$ cat src/rtl/wb_write_buffer.sv
// Writeback buffer: FIFO of register-write requests drained one per cycle into the regfile write port.
// Define WB_FORWARD_EN to build read-port forwarding of pending writes.
module wb_write_buffer #(
  parameter int unsigned DEPTH = 4,
  parameter int unsigned WIDTH = 32,
  parameter int unsigned AW    = 5
) (
  input  logic                       Clk,
  input  logic                       ResetN,
  input  logic                       InValid,
  output logic                       InReady,
  input  logic [AW-1:0]              InReg,
  input  logic [WIDTH-1:0]           InData,
  input  logic                       Stall,
  output logic                       RegWrite,
  output logic [AW-1:0]              WriteRegister,
  output logic [WIDTH-1:0]           WriteData,
  output logic [$clog2(DEPTH):0]     Count,
  input  logic [AW-1:0]              ReadRegister1,
  input  logic [AW-1:0]              ReadRegister2,
  output logic                       Fwd1Hit,
  output logic [WIDTH-1:0]           Fwd1Data,
  output logic                       Fwd2Hit,
  output logic [WIDTH-1:0]           Fwd2Data
);

  localparam int unsigned PW = $clog2(DEPTH);
  localparam int unsigned CW = PW + 1;

  logic [AW-1:0]    regQ  [DEPTH];
  logic [WIDTH-1:0] dataQ [DEPTH];
  logic [PW-1:0]    head;
  logic [PW-1:0]    tail;
  logic [CW-1:0]    countQ;
  logic             notEmpty;
  logic             doPush;
  logic             doPop;

  assign notEmpty = (countQ != '0);
  assign InReady  = (countQ < CW'(DEPTH));
  // Writes to r0 complete the handshake but are never stored.
  assign doPush   = InValid & InReady & (InReg != '0);
  assign doPop    = RegWrite;
  assign Count    = countQ;

  assign RegWrite      = notEmpty & ~Stall;
  assign WriteRegister = notEmpty ? regQ[head]  : '0;
  assign WriteData     = notEmpty ? dataQ[head] : '0;

  // Pointer and occupancy state; pointers wrap naturally since DEPTH is a power of two.
  always_ff @(posedge Clk or negedge ResetN) begin
    if (!ResetN) begin
      head   <= '0;
      tail   <= '0;
      countQ <= '0;
    end else begin
      if (doPop)  head <= head + PW'(1);
      if (doPush) tail <= tail + PW'(1);
      countQ <= countQ + CW'(doPush) - CW'(doPop);
    end
  end

  // Entry storage; contents are only observed while counted as valid.
  always_ff @(posedge Clk) begin
    if (doPush) begin
      regQ[tail]  <= InReg;
      dataQ[tail] <= InData;
    end
  end

`ifdef WB_FORWARD_EN
  logic [PW-1:0] idx;

  // Scan oldest to newest so the newest match wins.
  always_comb begin
    Fwd1Hit  = 1'b0;
    Fwd1Data = '0;
    Fwd2Hit  = 1'b0;
    Fwd2Data = '0;
    idx      = '0;
    for (int unsigned i = 0; i < DEPTH; i++) begin
      idx = head + PW'(i);
      if (CW'(i) < countQ) begin
        if ((ReadRegister1 != '0) && (regQ[idx] == ReadRegister1)) begin
          Fwd1Hit  = 1'b1;
          Fwd1Data = dataQ[idx];
        end
        if ((ReadRegister2 != '0) && (regQ[idx] == ReadRegister2)) begin
          Fwd2Hit  = 1'b1;
          Fwd2Data = dataQ[idx];
        end
      end
    end
  end
`else
  logic unusedReadAddr;
  assign unusedReadAddr = ^{ReadRegister1, ReadRegister2};
  assign Fwd1Hit  = 1'b0;
  assign Fwd1Data = '0;
  assign Fwd2Hit  = 1'b0;
  assign Fwd2Data = '0;
`endif

endmodule
$ cat config.mk
export PLATFORM = sky130hd
export DESIGN_NAME = wb_write_buffer
export DESIGN_NICKNAME = d
export VERILOG_FILES = /design/src/rtl/wb_write_buffer.sv
export SDC_FILE = /design/constraint.sdc
export NUM_CORES = 1
export LEC_CHECK = 0
export BUFFER_PORTS_ARGS = -buffer_cell sky130_fd_sc_hd__buf_2
export CORE_ASPECT_RATIO = 1.25
export CORE_MARGIN = 3
export CORE_UTILIZATION = 50
export DETAILED_ROUTE_END_ITERATION = 12
export GPL_TIMING_DRIVEN = 0
export MAX_ROUTING_LAYER = met4
export PLACE_DENSITY = 0.75
export SETUP_SLACK_MARGIN = 0.3
export SLEW_MARGIN = 20
export SYNTH_ARGS = -nofsm -noshare
export SYNTH_HDL_FRONTEND = slang
export SYNTH_SLANG_ARGS = --single-unit
$ cat constraint.sdc
create_clock -name Clk -period 3.4 [get_ports Clk]
set_input_delay 0.34 -clock Clk [delete_from_list [all_inputs] [get_ports Clk]]
set_output_delay 0.34 -clock Clk [all_outputs]
set_load 0.05 [all_outputs]
==> impl_metrics.csv, run 1 <==
group,metric,value,unit
status,status,"completed",
place,place_hpwl,6.77,mm
die,fp.dieW,108,um
logic_synthesis,synth-seq-cells,155,
clock_network,numCtsBuffers,17,
logic_synthesis,synth-seq-area-share,71.0,%
timing,rsz0062_at_grt,"no",
timing,setup_violations,0,
power,swShare,39.9,%
power,power_density,970,nW/um^2
timing,period_share,82.9,%
clock_network,htree_levels,4,
grt,grt_max_degree,38,
flow_run,cap_violations,0,
clock_network,cts_tree,"done",
die,die_area,14400,sq um
clock_network,worstSkewPairLatency,0.41,ns
power,clockPowerShare,25.6,%
logic_synthesis,syn_area,6510,sq um
grt,grt_usage,16.2,%
clock_network,post_cts_resized,0,
critical_path,path_class,"flop to flop",
critical_path,cp_slowest_stage_delay,0.48,ns
critical_path,crit_slowest_cell,"clkbuf_1",
power,p_leak,0.00314,uW
final_layout,syn2layout_area_growth,23.2,%
place,io_buffer_count,82,
timing,holdWs,0.140,ns
final_layout,fin_util,63.1,%
clock_network,clk_pin_slew_worst_paths,0.06,ns
logic_synthesis,synth.yosys.warnings,0,
power,power_frac_comb,42.4,%
timing,fin_setup_tns,0,ns
grt,antenna_found_initial,1,
timing,worst_slew_pin_slew,1.05,ns
timing,finalWorstPathRequiredPeriod,2.82,ns
power,intPower,4670,uW
power,p_total,7780,uW
clock_network,clk_path_buf_depth,2,
die,pin_count,159,
clock_network,cts.sinks,155,
routing,wirelength,10.8,mm
final_layout,layout-drive-gt1-share,44.7,%
die,die_y,134,um
die,num_rows,46,
logic_synthesis,avgSynthCellArea,19.3,sq um
critical_path,critPathMaxFanout,10,
critical_path,r2r_start,"Count[1]",
critical_path,path_cells,"nor3_1 > clkbuf_1 > nor2_1 > ha_1 > inv_1 > ha_1 > fa_1 > xnor2_1 > xnor2_1",
clock_network,postCtsSetupBuffers,0,
routing,drc,0,
grt,grt_pass1_vias,3203,
critical_path,start_kind,"flop",
final_layout,mostFrequentLayoutCells,"edfxtp_1, buf_2, buf_4",
critical_path,critPathCaptureType,"flop",
timing,relSlewSlack,29.7,%
logic_synthesis,synthDistinctLibCells,21,
die,start_util,51.2,%
power,seqPwrFrac,32.0,%
place,place_congestion,0.725,
routing,avgRoutedWirePerCell,15.7,um
critical_path,cp.required,3.73,ns
power,power.switching,3110,uW
die,core_region_area,12700,sq um
routing,first_pass_iters,4,
critical_path,worstSetupStartpoint,"Count[1]",
grt,grt_pass1_wl,16.6,mm
routing,ant_nets,0,
timing,finalMaxSlewViolations,0,
timing,finClkSkew,0.00694,ns
critical_path,crit_buf_inv,2,
clock_network,cts_root_buf,"clkbuf_16",
grt,globalRouteOverflowTotal,0,
timing,fmax,355,MHz
final_layout,nNetsFinal,562,
critical_path,crit_family,"adder cells",
min_path,worstHoldStart,"InData[17]",
power,vdd_drop_max,0.000569,V
routing,num_vias,3202,
timing,final-hold-violation-count,0,
min_path,hold_path_class,"primary input to flop",
final_layout,layout_commonest_cell,"edfxtp_1",
routing,drt-initial-drc-count,160,
critical_path,cp.arrival,3.15,ns
logic_synthesis,syn-instance-count,337,
routing,via_per_inst,4.67,
layout make-up:
cell class                 count  area (sq um)
buffer                        78           568
multi-input combinational    162          1540
antenna                        1          2.50
clock inverter                15           210
sequential                   155          4620
tap                          168           210
timing repair buffer          83           420
clock buffer                  17           425
inverter                       7          26.3
fill                         910          4700
cell usage after synthesis:
cell type / number / area (sq um)
buf_6: 2 / 22.5
fa_1: 1 / 20.0
clkbuf_1: 4 / 15.0
xor2_1: 2 / 17.5
o311a_4: 1 / 21.3
edfxtp_1: 148 / 4440
mux2_4: 1 / 15.0
conb_1: 1 / 3.75
buf_2: 4 / 20.0
nor3b_1: 1 / 7.51
nor2b_1: 37 / 231
mux4_2: 37 / 833
xnor2_1: 3 / 26.3
dfrtp_1: 7 / 175
buf_4: 68 / 510
nor3_1: 1 / 5.00
inv_1: 7 / 26.3
nor2_1: 1 / 3.75
ha_1: 6 / 75.1
and2_2: 4 / 30.0
or3_1: 1 / 6.26
per-stage QoR:
step,worst slack (ns),instances,instance area (sq um)
finish,0.580,686,8020
floorplan,0.379,402,6750
detailed placement,0.569,652,7370
global placement,0.629,652,7370
CTS,0.540,685,8020
global route,0.376,686,8020
cell families after synthesis:
group                      count (synthesis)  synth area share (%)
other                                      1                0.0576
and+or+nand+nor                           45                  4.36
xor gates and xnor gates                   5                 0.673
AOI/OAI and AO/OA                          1                 0.327
adders and majority gates                  7                  1.46
muxes                                     38                  13.0
buffers and inverters                     85                  9.13
DFF                                      155                  71.0
registers in the layout, summed over array words and instances (netlist names):
register / count
tail: 2
Count: 3
regQ: 20
head: 2
dataQ: 128
power groups by stage:
stage	Sequential, uW	Clock (uW)	Combinational, uW
after global placement	2520	0	3320
after floorplan	2570	0	2600
final	2490	1990	3300
after detailed placement	2530	0	3340
after CTS	2500	2020	3350
after global routing	2520	2100	3490
final timing paths:
| check | to | slack (ns) | depth (start not counted) |
|---|---|---|---|
| worst max-delay path | Count[2] | 0.58 | 9 |
| worst min-delay path | dataQ[0][17] | 0.14 | 1 |
| worst max register to register | Count[2] | 0.58 | 9 |
| worst min register to register | Count[0] | 0.54 | 1 |
| max in group asynchronous | tail[0] | 2.95 | 2 |
| min in group asynchronous | Count[0] | 0.29 | 2 |
repair_timing:
item | CTS | global route
setup endpoints to repair | 0 | 0
hold buffers | 1 | 0
endpoints found under the hold margin | 7 | 0
layer usage:
layer  track usage (%)  vias up  share of wire, %
li1                  -     1491                 -
met1              18.5     1560                39
met2              26.0      131                51
met3              5.14       20               7.1
met4              7.72        0               2.3
met5                 -        -                 0
No activity file was read; power rests on OpenSTA's default activity.
==> run 2, diff against run 1 <==
- CORE_UTILIZATION: 50 -> 48
- PLACE_DENSITY: 0.75 -> 0.76
- clock period: 3.4 -> 2.4 ns (I/O delays scaled with it)
==> impl_metrics.csv, run 2 (synthesis gave the netlist of run 1 again) <==
group,metric,value,unit
final_layout,largest_reg_flops,128,
place,io_buffer_count,82,
timing,finalMaxSlewViolations,0,
routing,ant_nets,0,
routing,drc,0,
critical_path,critPathMaxFanout,5,
timing,worst_slew_pin_slew,0.602,ns
grt,globalRouteOverflowTotal,0,
critical_path,start_kind,"flop",
final_layout,mostFrequentLayoutCells,"edfxtp_1, buf_4, conb_1",
final_layout,layout-drive-gt1-share,53.5,%
flow_run,cap_violations,0,
power,vdd_drop_max,0.00124,V
power,p_leak,0.00347,uW
critical_path,cpMostUsedCell,"buf_12",
power,power_density,1440,nW/um^2
routing,drt-initial-drc-count,177,
routing,first_pass_iters,4,
min_path,hold_path_class,"primary input to flop",
timing,final-hold-violation-count,0,
clock_network,cts_root_buf,"clkbuf_16",
critical_path,path_cells,"buf_12 > buf_12 > mux4_2 > nor2b_4 > buf_6",
critical_path,cp_slowest_stage_delay,0.51,ns
routing,num_vias,3296,
timing,period_share,89.6,%
clock_network,numCtsBuffers,17,
critical_path,critPathCaptureType,"primary output",
critical_path,cp.arrival,1.91,ns
final_layout,syn2layout_area_growth,33.8,%
clock_network,clk_path_buf_depth,2,
routing,via_per_inst,4.74,
die,die_area,15000,sq um
grt,grt_pass1_vias,3450,
clock_network,cts.sinks,155,
timing,finalWorstPathRequiredPeriod,2.15,ns
grt,antenna_found_initial,1,
critical_path,crit_slowest_cell,"mux4_2",
die,die_y,136,um
grt,grt_usage,17.4,%
timing,fmax,465,MHz
die,num_rows,46,
clock_network,clk_pin_slew_worst_paths,0.06,ns
die,start_util,50.3,%
clock_network,htree_levels,4,
critical_path,cp.required,2.16,ns
routing,avgRoutedWirePerCell,17.5,um
grt,grt_max_degree,38,
die,pin_count,159,
timing,finClkSkew,0.00837,ns
timing,relSlewSlack,59.9,%
timing,rsz0062_at_grt,"yes",
critical_path,path_class,"flop to primary output",
die,core_region_area,12900,sq um
clock_network,worstSkewPairLatency,0.42,ns
place,place_hpwl,7.21,mm
timing,setup_violations,0,
final_layout,layout_commonest_cell,"edfxtp_1",
power,p_total,12500,uW
die,fp.dieW,110,um
timing,holdWs,0.0351,ns
final_layout,nNetsFinal,572,
final_layout,regMostFlops,"dataQ",
status,status,"completed",
clock_network,cts_tree,"done",
grt,grt_pass1_wl,18.4,mm
place,place_congestion,0.699,
timing,fin_setup_tns,0,ns
routing,wirelength,12.2,mm
==> run 2: layout make-up <==
class / count / area (sq um)
flip-flops and latches: 155 / 4620
inverters: 7 / 30.0
fillers: 869 / 4240
diodes: 1 / 2.50
repair buffers: 93 / 830
clock inverters: 14 / 148
plain buffers: 78 / 637
well taps: 168 / 210
clock buffers: 18 / 429
multi-input cells: 162 / 1800
==> run 2: where the power goes <==
part	total [uW]	switching (uW)	internal, uW
combinational	6380	3620	2760
clock	2580	1050	1530
sequential	3570	151	3420
==> run 2: path summary, 6_finish.rpt <==
check,start,end,slack [ns],cells past startpoint
max in group asynchronous,ResetN,head[0],1.99,2
min reg2reg,Count[0],Count[0],0.59,1
max,head[0],WriteData[25],0.25,5
min,InData[30],dataQ[2][30],0.04,1
max reg2reg,Count[0],Count[2],0.34,9
min in group asynchronous,ResetN,head[1],0.21,2
==> run 2: what timing repair did <==
action                     CTS  global route
setup endpoints to repair   39           186
hold endpoints to repair     7             0
gates resized for setup    120            41
setup buffers                7             0
hold buffers                 1             0
cloned                       1             2
pin swaps                    1             0
==> run 2: critical path, delay by kind of cell (launching register included) <==
kind                   cells  cell delay, ns
muxes                      1            0.51
buffers and inverters      3            0.44
DFF                        1            0.41
and+or+nand+nor            1            0.15
==> run 2: per-stage QoR <==
stage                     area [sq um]  cells  setup slack, ns  util, %
after floorplan                   6810    402            0.148        -
after global placement            7430    652            0.179     57.4
after detailed placement          7430    652            0.117     57.4
after CTS                         8520    693            0.217     65.8
after global routing              8710    696            0.194     67.3
final                             8710    696            0.250     67.3
==> run 2: routing by layer <==
metal / share of wire, % / wire, um / track usage (%) / vias to the layer above
met5: 0 / 0 / - / -
met4: 1.8 / 216 / 6.84 / 0
met3: 7.6 / 922 / 4.80 / 17
met2: 53 / 6440 / 29.3 / 134
met1: 38 / 4580 / 19.6 / 1634
li1: - / - / - / 1511
==> run 3, diff against run 2 <==
- MAX_ROUTING_LAYER: met4 -> default
==> impl_metrics.csv, run 3 (synthesis gave the netlist of run 1 again) <==
group,metric,value,unit
status,status,"completed",
critical_path,path_class,"flop to primary output",
clock_network,cts_root_buf,"clkbuf_16",
die,num_rows,46,
final_layout,mostFrequentLayoutCells,"edfxtp_1, buf_4, conb_1",
grt,antenna_found_initial,1,
timing,finalMaxSlewViolations,0,
grt,grt_pass1_wl,18.4,mm
critical_path,start_kind,"flop",
clock_network,htree_levels,4,
final_layout,layout_commonest_cell,"edfxtp_1",
final_layout,syn2layout_area_growth,33.9,%
routing,drc,0,
timing,finalWorstPathRequiredPeriod,2.15,ns
power,p_leak,0.00347,uW
power,seqPwrFrac,28.5,%
timing,worst_slew_pin_slew,0.596,ns
clock_network,clk_path_buf_depth,2,
grt,grt_usage,16.9,%
critical_path,reg2reg_to,"Count[2]",
power,swShare,38.4,%
routing,ant_nets,0,
power,clockPowerShare,20.5,%
timing,finClkSkew,0.00753,ns
clock_network,clk_pin_slew_worst_paths,0.06,ns
critical_path,cp.arrival,1.91,ns
place,place_hpwl,7.21,mm
routing,num_vias,3269,
final_layout,nNetsFinal,572,
timing,rsz0062_at_grt,"yes",
grt,globalRouteOverflowTotal,0,
critical_path,critPathCaptureType,"primary output",
final_layout,regMostFlops,"dataQ",
final_layout,diodes,0,
final_layout,fin_area,8720,sq um
final_layout,largest_reg_flops,128,
critical_path,r2r_start,"Count[0]",
clock_network,numCtsBuffers,17,
timing,setup_violations,0,
place,place_congestion,0.691,
die,core_region_area,12900,sq um
power,vdd_drop_max,0.00123,V
die,pin_count,159,
clock_network,cts.sinks,155,
grt,grt_pass1_vias,3456,
power,power.switching,4810,uW
power,power_frac_comb,51.0,%
critical_path,critPathMaxFanout,5,
die,die_area,15000,sq um
critical_path,crit_end,"WriteData[25]",
place,io_buffer_count,82,
clock_network,cts_tree,"done",
critical_path,worstSetupStartpoint,"head[0]",
timing,fin_setup_tns,0,ns
routing,wirelength,12.1,mm
routing,first_pass_iters,5,
power,power_density,1440,nW/um^2
place,place_inst,652,
grt,grt_max_degree,38,
routing,via_per_inst,4.70,
routing,drt-initial-drc-count,168,
place,dpl_cell_area,7430,sq um
routing,avgRoutedWirePerCell,17.5,um
critical_path,reg2reg_setup_slack,0.34,ns
timing,fmax,465,MHz
timing,holdWs,0.0386,ns
flow_run,cap_violations,0,
timing,period_share,89.5,%
critical_path,worstRegToRegCells,9,
clock_network,worstSkewPairLatency,0.41,ns
critical_path,cp.required,2.16,ns
die,start_util,50.3,%
min_path,hold_path_class,"primary input to flop",
die,die_y,136,um
final_layout,layout-drive-gt1-share,53.7,%
timing,final-hold-violation-count,0,
die,fp.dieW,110,um
power,intPower,7720,uW
timing,relSlewSlack,60.3,%
final_layout,stdcell_count,695,
-- run 3: changes by cell type in the layout (fill, tap and decap cells not counted), sizes merged --
cell / previous run / this run
diode: 1 / 0
-- run 3: how the worst min path moves through the flow --
stage	cells after the start	slack, ns	startpoint	end
5_1_grt	1	0.02	InData[30]	dataQ[2][30]
2_1_floorplan	0	-0.06	ResetN	Count[0]
4_1_cts	1	0.02	InData[30]	dataQ[1][30]
3_3_place_gp	1	0.08	ResetN	Count[2]
3_5_place_dp	1	0.09	ResetN	Count[2]
6_report	1	0.04	InData[30]	dataQ[2][30]
-- run 3: what timing repair did --
item	4_1_cts	5_1_grt
hold buffers	1	0
setup buffers	7	0
pin swaps	1	0
gates resized for setup	120	43
cloned	1	2
setup endpoints to repair	39	186
endpoints found under the hold margin	7	0
-- run 3: per-layer routing --
metal,global-route usage [%],part of all wire (%),vias to the layer above
li1,-,-,1508
met1,19.5,38,1610
met2,29.4,53,136
met3,4.80,7.0,13
met4,6.84,1.3,2
met5,0,0.058,-
-- run 3: layout make-up --
type	instances	area (sq um)
inverters	7	30.0
repair buffers	93	830
well taps	168	210
plain buffers	78	637
fillers	867	4230
flip-flops and latches	155	4620
clock buffers	18	429
clock inverters	14	148
multi-input cells	162	1810
-- run 3: power groups by stage --
| stage | Clock, uW | Combinational, uW | Sequential, uW |
|---|---|---|---|
| 3_3_place_gp | 0 | 4760 | 3580 |
| 2_1_floorplan | 0 | 3740 | 3660 |
| 6_report | 2570 | 6390 | 3570 |
| 4_1_cts | 2610 | 6010 | 3580 |
| 3_5_place_dp | 0 | 4810 | 3610 |
| 5_1_grt | 2730 | 6710 | 3610 |
-- run 3: worst max-delay path, stage by stage, from the launching register on --
cell and delay (ns):
dfrtp_2 0.41, buf_12 0.15, buf_12 0.13, mux4_2 0.51, nor2b_4 0.15, buf_6 0.16
-- run 3: metrics by stage --
stage          util, %  setup WS [ns]  power, uW
6_report          67.3          0.251      12500
5_1_grt           67.3          0.193      13000
4_1_cts           65.8          0.217      12200
3_5_place_dp      57.4          0.117       8420
3_3_place_gp      57.4          0.179       8350
2_1_floorplan        -          0.148       7400
